==> src/rtl/smol_alu_arb.sv <==
// Two-requester arbiter and sequencer for the shared smolCore ALU.
// Accepts one op at a time, drives the ALU for a single cycle, then returns the result to its owner.
module smol_alu_arb #(
    parameter int PRIO_MODE    = 0,
    parameter int STARVE_LIMIT = 8
) (
    input  logic        clk,
    input  logic        rst_n,
    input  logic        req0_valid,
    output logic        req0_ready,
    input  logic [31:0] req0_rs1,
    input  logic [31:0] req0_rs2_or_imm,
    input  logic [4:0]  req0_op_sel,
    input  logic        req0_kill,
    output logic        resp0_valid,
    input  logic        resp0_ready,
    output logic [31:0] resp0_data,
    input  logic        req1_valid,
    output logic        req1_ready,
    input  logic [31:0] req1_rs1,
    input  logic [31:0] req1_rs2_or_imm,
    input  logic [4:0]  req1_op_sel,
    output logic        resp1_valid,
    input  logic        resp1_ready,
    output logic [31:0] resp1_data,
    output logic [31:0] alu_rs1,
    output logic [31:0] alu_rs2_or_imm,
    output logic [4:0]  alu_op_sel,
    input  logic [31:0] alu_out
);

    typedef enum logic [1:0] {IDLE, EXEC, RESP} state_t;

    localparam logic [7:0] LIMIT = 8'(STARVE_LIMIT);

    state_t      state_reg, state_next;
    logic        owner_reg, owner_next;
    logic        rr_last_reg, rr_last_next;
    logic [7:0]  starve_reg, starve_next;
    logic [31:0] op_a_reg, op_a_next;
    logic [31:0] op_b_reg, op_b_next;
    logic [4:0]  op_sel_reg, op_sel_next;
    logic [31:0] result_reg, result_next;

    logic [1:0]  req_valid, req_ready, resp_valid, resp_ready;
    logic [31:0] req_rs1 [2];
    logic [31:0] req_rs2 [2];
    logic [4:0]  req_op  [2];
    logic [31:0] resp_data [2];

    logic cand0, grant_any, grant_id, starved, kill_own;

    assign req_valid  = {req1_valid, req0_valid};
    assign resp_ready = {resp1_ready, resp0_ready};
    assign req_rs1[0] = req0_rs1;
    assign req_rs1[1] = req1_rs1;
    assign req_rs2[0] = req0_rs2_or_imm;
    assign req_rs2[1] = req1_rs2_or_imm;
    assign req_op[0]  = req0_op_sel;
    assign req_op[1]  = req1_op_sel;

    // A flush only concerns requester 0's own op; it also keeps req0 out of arbitration.
    assign cand0    = req_valid[0] & ~req0_kill;
    assign kill_own = req0_kill & (owner_reg == 1'b0);

    always_comb begin
        grant_any = cand0 | req_valid[1];
        starved   = (starve_reg == LIMIT);
        if (PRIO_MODE == 0) begin
            grant_id = (cand0 & req_valid[1]) ? ~rr_last_reg : req_valid[1];
        end else begin
            grant_id = req_valid[1] & (starved | ~cand0);
        end
    end

    genvar gi;
    generate
        for (gi = 0; gi < 2; gi++) begin : g_req
            assign req_ready[gi]  = (state_reg == IDLE) && grant_any && (grant_id == 1'(gi));
            assign resp_valid[gi] = (state_reg == RESP) && (owner_reg == 1'(gi));
            assign resp_data[gi]  = resp_valid[gi] ? result_reg : '0;
        end
    endgenerate

    always_comb begin
        state_next   = state_reg;
        owner_next   = owner_reg;
        rr_last_next = rr_last_reg;
        op_a_next    = op_a_reg;
        op_b_next    = op_b_reg;
        op_sel_next  = op_sel_reg;
        result_next  = result_reg;
        unique case (state_reg)
            IDLE: begin
                if (grant_any) begin
                    op_a_next    = req_rs1[grant_id];
                    op_b_next    = req_rs2[grant_id];
                    op_sel_next  = req_op[grant_id];
                    owner_next   = grant_id;
                    rr_last_next = grant_id;
                    state_next   = EXEC;
                end
            end
            EXEC: begin
                if (kill_own) begin
                    state_next = IDLE;
                end else begin
                    result_next = alu_out;
                    state_next  = RESP;
                end
            end
            RESP: begin
                if (kill_own || resp_ready[owner_reg]) begin
                    state_next = IDLE;
                end
            end
            default: state_next = IDLE;
        endcase
    end

    // Starvation counter saturates at the limit so req1 keeps winning until served.
    always_comb begin
        starve_next = starve_reg;
        if (PRIO_MODE == 0 || !req_valid[1]) begin
            starve_next = '0;
        end else if (state_reg == IDLE && grant_any) begin
            if (grant_id) begin
                starve_next = '0;
            end else if (starve_reg != LIMIT) begin
                starve_next = starve_reg + 8'd1;
            end
        end
    end

    always_ff @(posedge clk or negedge rst_n) begin
        if (!rst_n) begin
            state_reg   <= IDLE;
            owner_reg   <= 1'b0;
            rr_last_reg <= 1'b1;
            starve_reg  <= '0;
            op_a_reg    <= '0;
            op_b_reg    <= '0;
            op_sel_reg  <= '0;
            result_reg  <= '0;
        end else begin
            state_reg   <= state_next;
            owner_reg   <= owner_next;
            rr_last_reg <= rr_last_next;
            starve_reg  <= starve_next;
            op_a_reg    <= op_a_next;
            op_b_reg    <= op_b_next;
            op_sel_reg  <= op_sel_next;
            result_reg  <= result_next;
        end
    end

    assign alu_rs1        = (state_reg == EXEC) ? op_a_reg   : '0;
    assign alu_rs2_or_imm = (state_reg == EXEC) ? op_b_reg   : '0;
    assign alu_op_sel     = (state_reg == EXEC) ? op_sel_reg : '0;

    assign req0_ready  = req_ready[0];
    assign req1_ready  = req_ready[1];
    assign resp0_valid = resp_valid[0];
    assign resp1_valid = resp_valid[1];
    assign resp0_data  = resp_data[0];
    assign resp1_data  = resp_data[1];

endmodule

==> config.mk <==
export PLATFORM = sky130hd
export DESIGN_NAME = smol_alu_arb
export DESIGN_NICKNAME = d
export VERILOG_FILES = /design/src/rtl/smol_alu_arb.sv
export SDC_FILE = /design/constraint.sdc
export NUM_CORES = 1
export LEC_CHECK = 0
export ABC_AREA = 1
export CORE_ASPECT_RATIO = 0.5
export CORE_MARGIN = 2
export CORE_UTILIZATION = 40
export DETAILED_ROUTE_END_ITERATION = 12
export PLACE_DENSITY = 0.82
export SLEW_MARGIN = 30
export SYNTH_ARGS = -nofsm -noshare
export SYNTH_HDL_FRONTEND = slang
export SYNTH_SLANG_ARGS = --single-unit
==> constraint.sdc <==
create_clock -name clk -period 2.2 [get_ports clk]
set_clock_uncertainty 0.15 [all_clocks]
set_input_delay 0.44 -clock clk [delete_from_list [all_inputs] [get_ports clk]]
set_output_delay 0.44 -clock clk [all_outputs]
set_load 0.01 [all_outputs]
## After elaboration in Yosys (flattened, before gate mapping)

Cells that the tools add are included.

| word-level totals | value |
|---|---|
| output and inout port bits | 137 |
| word-level logic and storage cells | 54 |
| input port bits | 177 |
| register bits after elaboration | 105 |

| operators by class | value |
|---|---|
| magnitude comparators | 2 |
| bitwise logic cells | 10 |
| mux-type cells | 21 |
| reductions and logical operators | 10 |
| equality and inequality tests | 4 |

Operators by type and width:

| kind | number |
|---|---|
| $mux 32 | 10 |
| $mux 5 | 4 |
| $mux 2 | 3 |
| $pmux 2 s3 | 1 |
| $reduce_and 2->1 | 3 |
| $logic_and 1x1->1 | 5 |
| $not 1->1 | 5 |
| $and 1x1->1 | 3 |
| $mux 1 | 3 |
| $eq 2x1->1 const B | 1 |
| $eq 2x2->1 const B | 1 |
| $ge 2x2->1 const B | 1 |
| $logic_not 2->1 | 1 |
| $lt 1x2->1 const B | 1 |
| $ne 2x1->1 const B | 1 |
| $ne 2x2->1 const B | 1 |
| $not 1->2 | 1 |
| $logic_or 1x1->1 | 1 |
| $or 1x1->1 | 1 |

## Depth between registers and ports, before layout

Gate-level depths: netlist (run 1).

| depth | value |
|---|---|
| word-level depth | 8 |
| gate-level depth with buffers | 8 |
| mapped depth without buffers | 7 |

## Least setup slack after synthesis (run 1)

No wires, ideal clock.

| path | value |
|---|---|
| kind | in2out |
| start point | input port req1_valid |
| end point | output port req0_ready |
| cell stages on the path | 6 |
| data arrival time | 1210 ps |
| data required time | 1610 ps |
| path slack | 400 ps |
| buffers on the path | 2 |
| cells stage by stage | buf_2 > inv_2 > a21oi_4 > buf_2 > nand2_1 > inv_1 |

| between the ends | value |
|---|---|
| word-level cells in the longest chain between the ends | 4 |
| elaborated cells between the ends (all ways) | 6 |
| classes of those cells | mux: 1; bitwise: 3; reduce/logical: 2 |

RTL lines:

| what | RTL line | RTL |
|---|---|---|
| start: declaration | 18 | `input logic req1_valid,` |
| $and 1x1->1 | 70 | `grant_id = (cand0 & req_valid[1]) ? ~rr_last_reg : req_valid[1];` |
| $mux 1 | 70 |  |
| $not 1->1 | 79 | `assign req_ready[gi] = (state_reg == IDLE) && grant_any && (grant_id == 1'(gi));` |
| $logic_and 1x1->1 * | 79 |  |
| end: declaration | 10 | `output logic req0_ready,` |

Every way passes the cells marked *; elsewhere a longest branch is shown, timed or not.

## Worst setup path in the final report (run 1)

| path | value |
|---|---|
| start point | register state_reg[0] |
| end point | output port alu_rs2_or_imm[23] |

| between the ends | value |
|---|---|
| word-level cells in the longest chain between the ends | 2 |

RTL lines:

| what | RTL line | RTL |
|---|---|---|
| start: declaration | 36 | `state_t state_reg, state_next;` |
| start signal: assignment | 146 | `state_reg <= state_next;` |
| $eq 2x1->1 | 158 | `assign alu_rs2_or_imm = (state_reg == EXEC) ? op_b_reg : '0;` |
| $mux 32 | 158 |  |
| end: declaration | 27 | `output logic [31:0] alu_rs2_or_imm,` |

No other way between the ends.

==> results of run 1 <==
[kinds of logic (layout without fill, tap and decap cells)]
family / Yosys count / in the layout
AO/OA/AOI/OAI: 34 / 34
buffers and inverters: 168 / 471
flip-flops: 105 / 105
AND/OR/NAND/NOR: 597 / 597
[metrics by stage]
step	hold slack (ns)	worst slack, ns	total power, mW	utilization (%)
after floorplan	-0.005591	0.3998	5.807	-
after global placement	0.2789	-0.2556	8.049	64.35
after detailed placement	0.2825	-0.2814	8.192	64.35
after CTS	0.2679	0.0003779	9.644	65.99
after global routing	0.3456	-0.007317	10.28	62.82
final	0.3274	0.05890	9.499	62.82
[cell usage in the layout, fill, tap and decap left out, types with 6 or more instances in the layout]
cell type	count
nand2_1	354
clkdlybuf4s50_1	174
nor2_1	160
clkbuf_2	126
inv_1	107
dfrtp_1	104
nand3_1	69
a21oi_1	32
buf_4	20
clkbuf_16	11
buf_2	8
buf_12	8
nor2_2	6
[worst paths after layout]
path	start	to	slack (ns)
setup / recovery	state_reg[0]	alu_rs2_or_imm[23]	0.06
hold / removal	op_a_reg[28]	op_a_reg[28]	0.33
setup reg to reg	rr_last_reg	op_a_reg[25]	0.27
min in group asynchronous	rst_n	owner_reg	0.43
hold reg to reg	op_a_reg[28]	op_a_reg[28]	0.33
max in group asynchronous	rst_n	result_reg[18]	0.79
[report_power, final]
part	switching, mW	internal, mW	total (mW)	leakage (nW)
combinational	2.69	1.76	4.45	3.72
sequential	0.420	2.83	3.25	1.25
clock	0.769	1.03	1.79	0.164
[routing by layer]
metal  global-route usage (%)  vias up
li1                         -     3266
met1                    27.01     2995
met2                    42.98      188
met3                    4.464       38
met4                    8.106        0
met5                        0        -
[repair_timing]
action	4_1_cts	5_1_grt
endpoints found under the hold margin	28	0
gates resized for setup	175	252
hold buffers	1	0
setup endpoints to repair	137	137
cloned	0	2
buffers inserted	1	1
pin swaps	0	3
[worst min-delay path: stages, from the launching register on]
cell and delay, ns:
dfrtp_1 0.34, nand2_1 0.05, nand2_1 0.06
[final cells by class]
| cell class | instances | area (sq um) |
|---|---|---|
| Fill cell | 1339 | 5336 |
| Tap cell | 198 | 247.7 |
| Inverter | 112 | 420.4 |
| Multi-Input combinational cell | 631 | 2562 |
| Sequential cell | 105 | 2629 |
| Timing Repair Buffer | 343 | 2821 |
| Clock buffer | 9 | 225.2 |
| Clock inverter | 7 | 108.9 |
==> metrics.md, run 1 <==
| Metric | Value |
|---|---|
| Placed cells | `1,384` |
| GRT overflow | `0` |
| Post-Synth XOR/XNOR Area | `0%` |
| Crit path time final | `2.141 ns` |
| Post-DR vias/cell | `4.617` |
| Yosys top cell area share | `44.64%` |
| Setup TNS | `0 ns` |
| DR WL met3 | `955 microns` |
| Crit Path Class | `flop to output port` |
| Met2 wire length | `9.781 mm` |
| CP most frequent cell | `inv_2` |
| Routability Congestion | `0.8711` |
| Max Used Layer | `met4` |
| Drt total wl | `18.98 mm` |
| Critical Path RT | `1.61 ns` |
| CP endpoint kind | `output port` |
| Netlist cell types | `16` |
| Post-route insts no fill | `1,405` |
| Number of flops mapped to enable cells by yosys | `0` |
| Largest net degree at the start of global routing | `70` |
| Final instance area | `0.009015 sq mm` |
| GRT Util Overall | `22.97%` |
| Most numerous cell in the Yosys netlist | `nand2_1` |
| Static leakage | `5.142 nW` |
| Post-synthesis mux area share | `0%` |
| Clock tree sinks | `105` |
| Clock Tree Root | `clkbuf_16` |
| FF-to-FF path depth | `7` |
| CTS Buf Count | `9` |
| Die Ht | `89.37 microns` |
| Slowest CP cell | `dfrtp_1` |
| Ports | `314` |
| Cells after Synth | `904` |
| Core region area | `0.01435 sq mm` |
| Wl on met1 | `7.753 mm` |
| Clock transition at path regs | `0.07 ns` |
| WL per Instance | `13.51 microns` |
| Share of cells above drive strength 1 | `16.49%` |
| Setup violators final | `0` |
| Antenna violations before repair | `0` |
| Crit-path cells | `inv_2 -> nor2_2 -> inv_2 -> buf_12 -> nor2_1 -> dlygate4sd2_1` |
| Worst VDD drop | `0.6655 mV` |
| Via count | `6,487` |
| CTS tree | `yes` |
| PortBufs | `313` |
| RSZ-0062 raised after global routing | `yes` |
| Least-Margin Pin Slew | `0.6938 ns` |
| Number of global-route vias before repair | `6,171` |
| Post-synth top cells | `nand2_1, nor2_1, inv_1` |
| Syn Nets | `1,081` |
| Simple-gate share of the synthesized area | `40.02%` |
| Slew Limit Fails | `0` |
| # rows | `31` |
| Sequential element share of the synthesized area | `45.09%` |
| Final hold violation count | `0` |
| Hold Crit Class | `flop to flop` |
| Status | `complete, no violations` |
| Synth warnings | `0` |
| Number of max-cap violations | `0` |
| Levels on crit path | `6` |
| Seq cells post-synth | `105` |
| Largest delay contributor family on the critical path | `buffers and inverters` |
| First drt pass iteration count | `5` |
| Skew-Pair Late Insertion Delay | `0.34 ns` |
| Largest cells by area after synthesis | `dfrtp_1, nand2_1, nor2_1, inv_1, nand3_1` |
| Synth Flop Type | `dfrtp_1` |
| CTS Buffer Depth | `2` |
| DRC violations left | `0` |
| Largest family of logic cells by synthesized area | `simple AND/OR/NAND/NOR gates` |
| WHS Path Cells | `2` |
| Die footprint | `0.01562 sq mm` |
| Area leader, netlist | `dfrtp_1` |
| Initial Util | `40.63%` |
| H-tree depth | `3` |
| First-pass GRT wire length | `29.13 mm` |
| Area growth syn-to-layout | `54.61%` |
| Synth Area in Compound Gates | `3.112%` |
| FFs w/ async S/R, synth | `100.0%` |
| CP Buf/Inv Count | `4` |
| Placed Area | `0.009235 sq mm` |
| # diodes | `0` |
| Die Wd | `174.7 microns` |
| Synthesized area | `0.005831 sq mm` |
| Nets@finish | `1,379` |
| Post-DP HPWL | `14.03 mm` |
| Part of the cycle the worst path needs | `97.32%` |
| F_max | `467.0 MHz` |
| Synthesized area per cell | `6.450 sq um` |
| Crit Path Max Fanout | `35` |
| Slowest Stage Delay on Critical Path | `0.41 ns` |
| CP startpoint kind | `flop` |
| Iter 0 DRT Violations | `314` |
| Crit path arrival time | `1.55 ns` |
| Final ANT Viol Nets | `0` |
| Adder-cell area share of the yosys netlist | `0%` |
| Max-slew headroom | `53.75%` |
| Power Dens Cells | `1054 mW/mm^2` |
Note: power is estimated with default switching activity, not from simulation.
==> inputs of run 2 (changes only) <==
--- a/config.mk
+++ b/config.mk
@@ -6,11 +6,11 @@
 export NUM_CORES = 1
 export LEC_CHECK = 0
 export ABC_AREA = 1
+export ABC_CLOCK_PERIOD_IN_PS = 2400
 export CORE_ASPECT_RATIO = 0.5
 export CORE_MARGIN = 2
-export CORE_UTILIZATION = 40
+export CORE_UTILIZATION = 30
 export DETAILED_ROUTE_END_ITERATION = 12
-export PLACE_DENSITY = 0.82
 export SLEW_MARGIN = 30
 export SYNTH_ARGS = -nofsm -noshare
 export SYNTH_HDL_FRONTEND = slang
==> constraint.sdc (replaced) <==
create_clock -name clk -period 2.4 [get_ports clk]
set_clock_uncertainty 0.15 [all_clocks]
set_input_delay 0.48 -clock clk [delete_from_list [all_inputs] [get_ports clk]]
set_output_delay 0.48 -clock clk [all_outputs]
set_load 0.01 [all_outputs]
==> metrics.md, run 2 (synthesized netlist as in run 1, its figures left out) <==
| Metric | Value |
|---|---|
| Status | `complete, but fails checks (was complete, no violations)` |
| Failing checks | `setup timing` |
| RSZ-0062 raised after global routing | `yes (unchanged)` |
| Die footprint | `0.02063 sq mm (was 0.01562 sq mm)` |
| H-tree depth | `3 (unchanged)` |
| Number of max-cap violations | `0 (unchanged)` |
| Overall Power | `8.562 mW (was 9.499 mW)` |
| DRC violations left | `0 (unchanged)` |
| Post-DR vias/cell | `4.421 (was 4.617)` |
| Part of the cycle the worst path needs | `105.2%` |
| Sequential share of power | `34.7% (was 34.3%)` |
| Crit Path Max Fanout | `69 (was 35)` |
| Crit path arrival time | `1.89 ns (was 1.55 ns)` |
| Die Wd | `201.2 microns (was 174.7 microns)` |
| FF-to-FF Start | `state_reg[0] (was rr_last_reg)` |
| CP endpoint kind | `output port (unchanged)` |
| Crit path time final | `2.524 ns` |
| First-pass GRT wire length | `31.31 mm (was 29.13 mm)` |
| Internal power | `5.149 mW (was 5.623 mW)` |
| Slew Limit Fails | `0 (unchanged)` |
| Least-Margin Pin Slew | `0.7887 ns (was 0.6938 ns)` |
| Max-slew headroom | `47.42% (was 53.75%)` |
| Clock Tree Root | `clkbuf_16 (unchanged)` |
| Hold WS | `0.3288 ns (was 0.3274 ns)` |
| Core region area | `0.01870 sq mm (was 0.01435 sq mm)` |
| F_max | `396.1 MHz` |
| Skew-Pair Late Insertion Delay | `0.34 ns (about the same)` |
| Final hold violation count | `0 (unchanged)` |
| Crit Path Class | `flop to output port (unchanged)` |
| WHS Path Cells | `2 (unchanged)` |
| Final core utilization | `52.06% (was 62.82%)` |
| CTS Buf Count | `9 (unchanged)` |
| Combinational power share | `49.5% (was 46.9%)` |
| Nets@finish | `1,366 (was 1,379)` |
| CP startpoint kind | `flop (unchanged)` |
| Placed cells | `1,436 (was 1,384)` |
| Critical Path RT | `1.77 ns (was 1.61 ns)` |
| Drt total wl | `20.10 mm (was 18.98 mm)` |
| Largest net degree at the start of global routing | `70 (unchanged)` |
| Setup crit start | `state_reg[0] (unchanged)` |
| Via count | `6,420 (was 6,487)` |
| Setup ws final | `-0.1245 ns (was 0.05890 ns)` |
| Initial Util | `31.18% (was 40.63%)` |
| GRT Util Overall | `19.04% (was 22.97%)` |
| DP Worst Slack | `-0.1547 ns (was -0.2814 ns)` |
| CTS tree | `yes (unchanged)` |
| Area growth syn-to-layout | `66.95% (was 54.61%)` |
| Static leakage | `6.718 nW (was 5.142 nW)` |
| Share of cells above drive strength 1 | `3.604% (was 16.49%)` |
| Post-DP HPWL | `14.34 mm (was 14.03 mm)` |
| WL per Instance | `13.85 microns (was 13.51 microns)` |
| Commonest cells after routing, fill and taps aside | `nand2_1, clkdlybuf4s50_1, nor2_1, inv_1, dfrtp_1 (was nand2_1, clkdlybuf4s50_1, nor2_1, clkbuf_2, inv_1)` |
| Clock power share | `15.9% (was 18.9%)` |
| P_sw | `3.413 mW (was 3.875 mW)` |
| Post-route insts no fill | `1,452 (was 1,405)` |
| CTS Buffer Depth | `2 (unchanged)` |
| FF-to-FF path depth | `8 (was 7)` |
| Die Ht | `102.6 microns (was 89.37 microns)` |
| # rows | `35 (was 31)` |
| Routability Congestion | `0.8041 (was 0.8711)` |
| Hold Crit Class | `flop to flop (unchanged)` |
| Worst VDD drop | `0.3961 mV (was 0.6655 mV)` |
| Ports | `314 (unchanged)` |
| Final ANT Viol Nets | `0 (unchanged)` |
| GRT overflow | `0 (unchanged)` |
| Clock transition at path regs | `0.07 ns (about the same)` |
| Min-delay src | `op_a_reg[29] (was op_a_reg[28])` |
| First drt pass iteration count | `5 (unchanged)` |
| Antenna violations before repair | `0 (unchanged)` |
| PortBufs | `313 (unchanged)` |
| Commonest non-fill, non-tap cell in the layout | `nand2_1 (unchanged)` |
| Iter 0 DRT Violations | `258 (was 314)` |
| Number of global-route vias before repair | `6,258 (was 6,171)` |
| Setup bufs post-CTS | `0 (was 1)` |
| # diodes | `0 (unchanged)` |
| Power Dens Cells | `879.6 mW/mm^2 (was 1054 mW/mm^2)` |
| Net Sw Frac | `39.86% (was 40.80%)` |
| Clock tree sinks | `105 (unchanged)` |
| Setup violators final | `9 (was 0)` |
-- run 2: area by class of cell --
type                       instances  area, sq um
fill                            1881         8965
timing repair buffer             330         3557
clock inverter                     3        17.52
clock buffer                      12        246.5
sequential                       105         2629
inverter                         112        420.4
multi-input combinational        631         2540
tap                              259        324.1
-- run 2: path summary, 6_finish.rpt --
check	to	slack, ns
min in group asynchronous	result_reg[23]	0.51
worst min-delay path	op_a_reg[29]	0.33
worst max register to register	op_a_reg[19]	0.47
max in group asynchronous	op_b_reg[23]	0.84
worst max-delay path	alu_rs2_or_imm[6]	-0.12
worst min register to register	op_a_reg[29]	0.33
-- run 2: routing by layer --
metal | routed length, microns | GRT usage [%] | vias up
met4 | 339 | 5.185 | 0
met5 | 0 | 0 | -
li1 | - | - | 3232
met2 | 10420 | 35.32 | 149
met1 | 8511 | 22.59 | 3015
met3 | 838 | 4.393 | 24
-- run 2: power groups by stage --
| stage | Combinational [mW] | Clock (mW) | Sequential [mW] |
|---|---|---|---|
| global route | 4.78 | 1.51 | 3.06 |
| CTS | 4.41 | 1.42 | 2.97 |
| finish | 4.24 | 1.36 | 2.97 |
| global placement | 4.44 | 0 | 2.97 |
| floorplan | 2.43 | 0 | 2.89 |
| detailed placement | 4.48 | 0 | 2.99 |
-- run 2: repair_timing --
item	CTS	global route
setup endpoints to repair	137	135
endpoints found under the hold margin	34	0
pin swaps	0	0
hold buffers	1	0
resized for setup	31	103
-- run 2: worst max-delay path: stages (launching register included) --
cell             delay, ns
dfrtp_1               0.37
inv_1                 0.09
nor2_2                0.13
inv_2                 0.06
buf_12                0.20
nor2_1                0.13
clkdlybuf4s50_1       0.54
-- run 2: stage by stage --
stage	TNS, ns	cell area [sq um]
finish	-0.9789	9734
global route	-3.197	9734
CTS	-17.42	9477
detailed placement	-0.4203	9231
global placement	-0.1464	9231
floorplan	0	5831
==> inputs of run 3 (changes only) <==
--- a/config.mk
+++ b/config.mk
@@ -11,7 +11,7 @@
 export CORE_MARGIN = 2
 export CORE_UTILIZATION = 30
 export DETAILED_ROUTE_END_ITERATION = 12
-export SLEW_MARGIN = 30
 export SYNTH_ARGS = -nofsm -noshare
 export SYNTH_HDL_FRONTEND = slang
 export SYNTH_SLANG_ARGS = --single-unit
+export TNS_END_PERCENT = 50
==> metrics.md, run 3 (synthesized netlist as in run 1, its figures left out) <==
| Metric | Value |
|---|---|
| Status | `complete, but fails checks (unchanged)` |
| Failing checks | `setup timing (unchanged)` |
| # diodes | `0 (unchanged)` |
| Reg-to-Reg End | `op_b_reg[22] (was op_a_reg[19])` |
| # rows | `35 (unchanged)` |
| R2r setup slk | `0.43 ns (was 0.47 ns)` |
| Critical Path RT | `1.77 ns (about the same)` |
| Post-DR vias/cell | `4.405 (was 4.421)` |
| Nets@finish | `1,366 (unchanged)` |
| Clock tree sinks | `105 (unchanged)` |
| Final core utilization | `52.02% (was 52.06%)` |
| CP endpoint kind | `output port (unchanged)` |
| Final hold violation count | `0 (unchanged)` |
| WHS Path Cells | `2 (unchanged)` |
| Die footprint | `0.02063 sq mm (unchanged)` |
| F_max | `395.0 MHz (was 396.1 MHz)` |
| Part of the cycle the worst path needs | `105.5% (was 105.2%)` |
| Iter 0 DRT Violations | `253 (was 258)` |
| WL per Instance | `13.86 microns (was 13.85 microns)` |
| Least-Margin Pin Slew | `0.7784 ns (was 0.7887 ns)` |
| Setup violators final | `11 (was 9)` |
| Core region area | `0.01870 sq mm (unchanged)` |
| CTS Buffer Depth | `2 (unchanged)` |
| Commonest non-fill, non-tap cell in the layout | `nand2_1 (unchanged)` |
| Slew Limit Fails | `0 (unchanged)` |
| GRT Util Overall | `19.02% (was 19.04%)` |
| FF-to-FF path depth | `7 (was 8)` |
| Area occupied by multi-input gates | `0.002532 sq mm (was 0.002540 sq mm)` |
| Crit path arrival time | `1.90 ns (was 1.89 ns)` |
| Register Area | `0.002629 sq mm (unchanged)` |
| First drt pass iteration count | `4 (was 5)` |
| Die Wd | `201.2 microns (unchanged)` |
| Setup bufs post-CTS | `0 (unchanged)` |
| GRT overflow | `0 (unchanged)` |
| Max-slew headroom | `48.10% (was 47.42%)` |
| Setup ws final | `-0.1318 ns (was -0.1245 ns)` |
| Initial Util | `31.18% (unchanged)` |
| Setup TNS | `-1.139 ns (was -0.9789 ns)` |
| DRC violations left | `0 (unchanged)` |
| Final ANT Viol Nets | `0 (unchanged)` |
| RSZ-0062 raised after global routing | `yes (unchanged)` |
| Worst Hold End | `op_a_reg[29] (unchanged)` |
| Drt total wl | `20.12 mm (was 20.10 mm)` |
| Post-DP HPWL | `14.34 mm (unchanged)` |
| Crit path time final | `2.532 ns (was 2.524 ns)` |
| First-pass GRT wire length | `31.27 mm (was 31.31 mm)` |
| CP startpoint kind | `flop (unchanged)` |
| Antenna violations before repair | `0 (unchanged)` |
| PortBufs | `313 (unchanged)` |
| Clock transition at path regs | `0.07 ns (about the same)` |
| FF-to-FF Start | `rr_last_reg (was state_reg[0])` |
| Crit Path Max Fanout | `69 (unchanged)` |
| Share of cells above drive strength 1 | `3.521% (was 3.604%)` |
| Hold Crit Class | `flop to flop (unchanged)` |
| Power Dens Cells | `880.3 mW/mm^2 (was 879.6 mW/mm^2)` |
| Setup crit start | `state_reg[0] (unchanged)` |
| Ports | `314 (unchanged)` |
| CTS Buf Count | `9 (unchanged)` |
| H-tree depth | `3 (unchanged)` |
| Overall Power | `8.562 mW (about the same)` |
| Commonest cells after routing, fill and taps aside | `nand2_1, clkdlybuf4s50_1, nor2_1, inv_1, dfrtp_1 (unchanged)` |
| Static leakage | `6.696 nW (was 6.718 nW)` |
| Routability Congestion | `0.8041 (unchanged)` |
| Hold WS | `0.3288 ns (about the same)` |
| Via count | `6,396 (was 6,420)` |
| Number of global-route vias before repair | `6,248 (was 6,258)` |
| Skew-Pair Late Insertion Delay | `0.34 ns (about the same)` |
| Number of max-cap violations | `0 (unchanged)` |
| Crit Path Class | `flop to output port (unchanged)` |
| Largest net degree at the start of global routing | `70 (unchanged)` |
| Area growth syn-to-layout | `66.82% (was 66.95%)` |
| CTS tree | `yes (unchanged)` |
| Fill count | `1,885 (was 1,881)` |
| Clock Tree Root | `clkbuf_16 (unchanged)` |
| Die Ht | `102.6 microns (unchanged)` |
| Worst VDD drop | `0.3958 mV (was 0.3961 mV)` |
| Min-delay src | `op_a_reg[29] (unchanged)` |
run 3: changes by cell type in the layout (fill, tap and decap cells not counted):
cell,change
clkdlybuf4s50_1,+3
inv_1,+1
inv_2,-1
nand3_4,-1
dlymetal6s2s_1,-1
nand3_2,+1
dlygate4sd2_1,-2
run 3: worst max-delay path, stage by stage (launching register included):
cell and delay (ns):
dfrtp_1 0.37, inv_1 0.10, nor2_2 0.13, inv_2 0.06
buf_12 0.20, nor2_1 0.13, clkdlybuf4s50_1 0.54
run 3: power breakdown:
group | internal [mW] | switching [mW] | total (mW) | leakage (nW)
Combinational | 1.83 | 2.41 | 4.24 | 5.31
Clock | 0.724 | 0.633 | 1.36 | 0.128
Sequential | 2.60 | 0.366 | 2.97 | 1.25
Total | 5.15 | 3.41 | 8.56 | 6.70
run 3: worst max-delay path by stage:
stage / end / slack, ns / cells after the start
2_1_floorplan: req0_ready / 0.52 / 6
3_3_place_gp: req1_ready / -0.08 / 6
3_5_place_dp: req1_ready / -0.15 / 6
4_1_cts: alu_op_sel[1] / -0.20 / 6
5_1_grt: alu_rs2_or_imm[8] / -0.26 / 6
6_report: alu_rs1[1] / -0.13 / 6
run 3: area by class of cell:
class / count / area share, %
Timing Repair Buffer: 330 / 36.57
Inverter: 112 / 4.322
Tap cell: 259 / 3.332
Sequential cell: 105 / 27.03
Clock inverter: 3 / 0.1801
Multi-Input combinational cell: 631 / 26.04
Clock buffer: 12 / 2.534
run 3: layer usage:
metal | vias to the layer above | wire, microns | track usage (%)
li1 | 3233 | - | -
met1 | 2994 | 8478 | 22.53
met4 | 0 | 314 | 5.014
met5 | - | 0 | 0
met3 | 22 | 879 | 4.425
met2 | 147 | 10450 | 35.37
run 3: what timing repair did:
action                                 4_1_cts  5_1_grt
gates resized for setup                     27      102
hold buffers                                 1        0
endpoints found under the hold margin       34        0
gates cloned                                 0        0
setup endpoints to repair                  137      136
run 3: per-stage QoR:
stage,cells,setup slack (ns),cell area [sq um]
global placement,1436,-0.07539,9231
global route,1452,-0.2644,9727
floorplan,904,0.5198,5831
finish,1452,-0.1318,9727
detailed placement,1436,-0.1547,9231
CTS,1452,-0.2030,9472
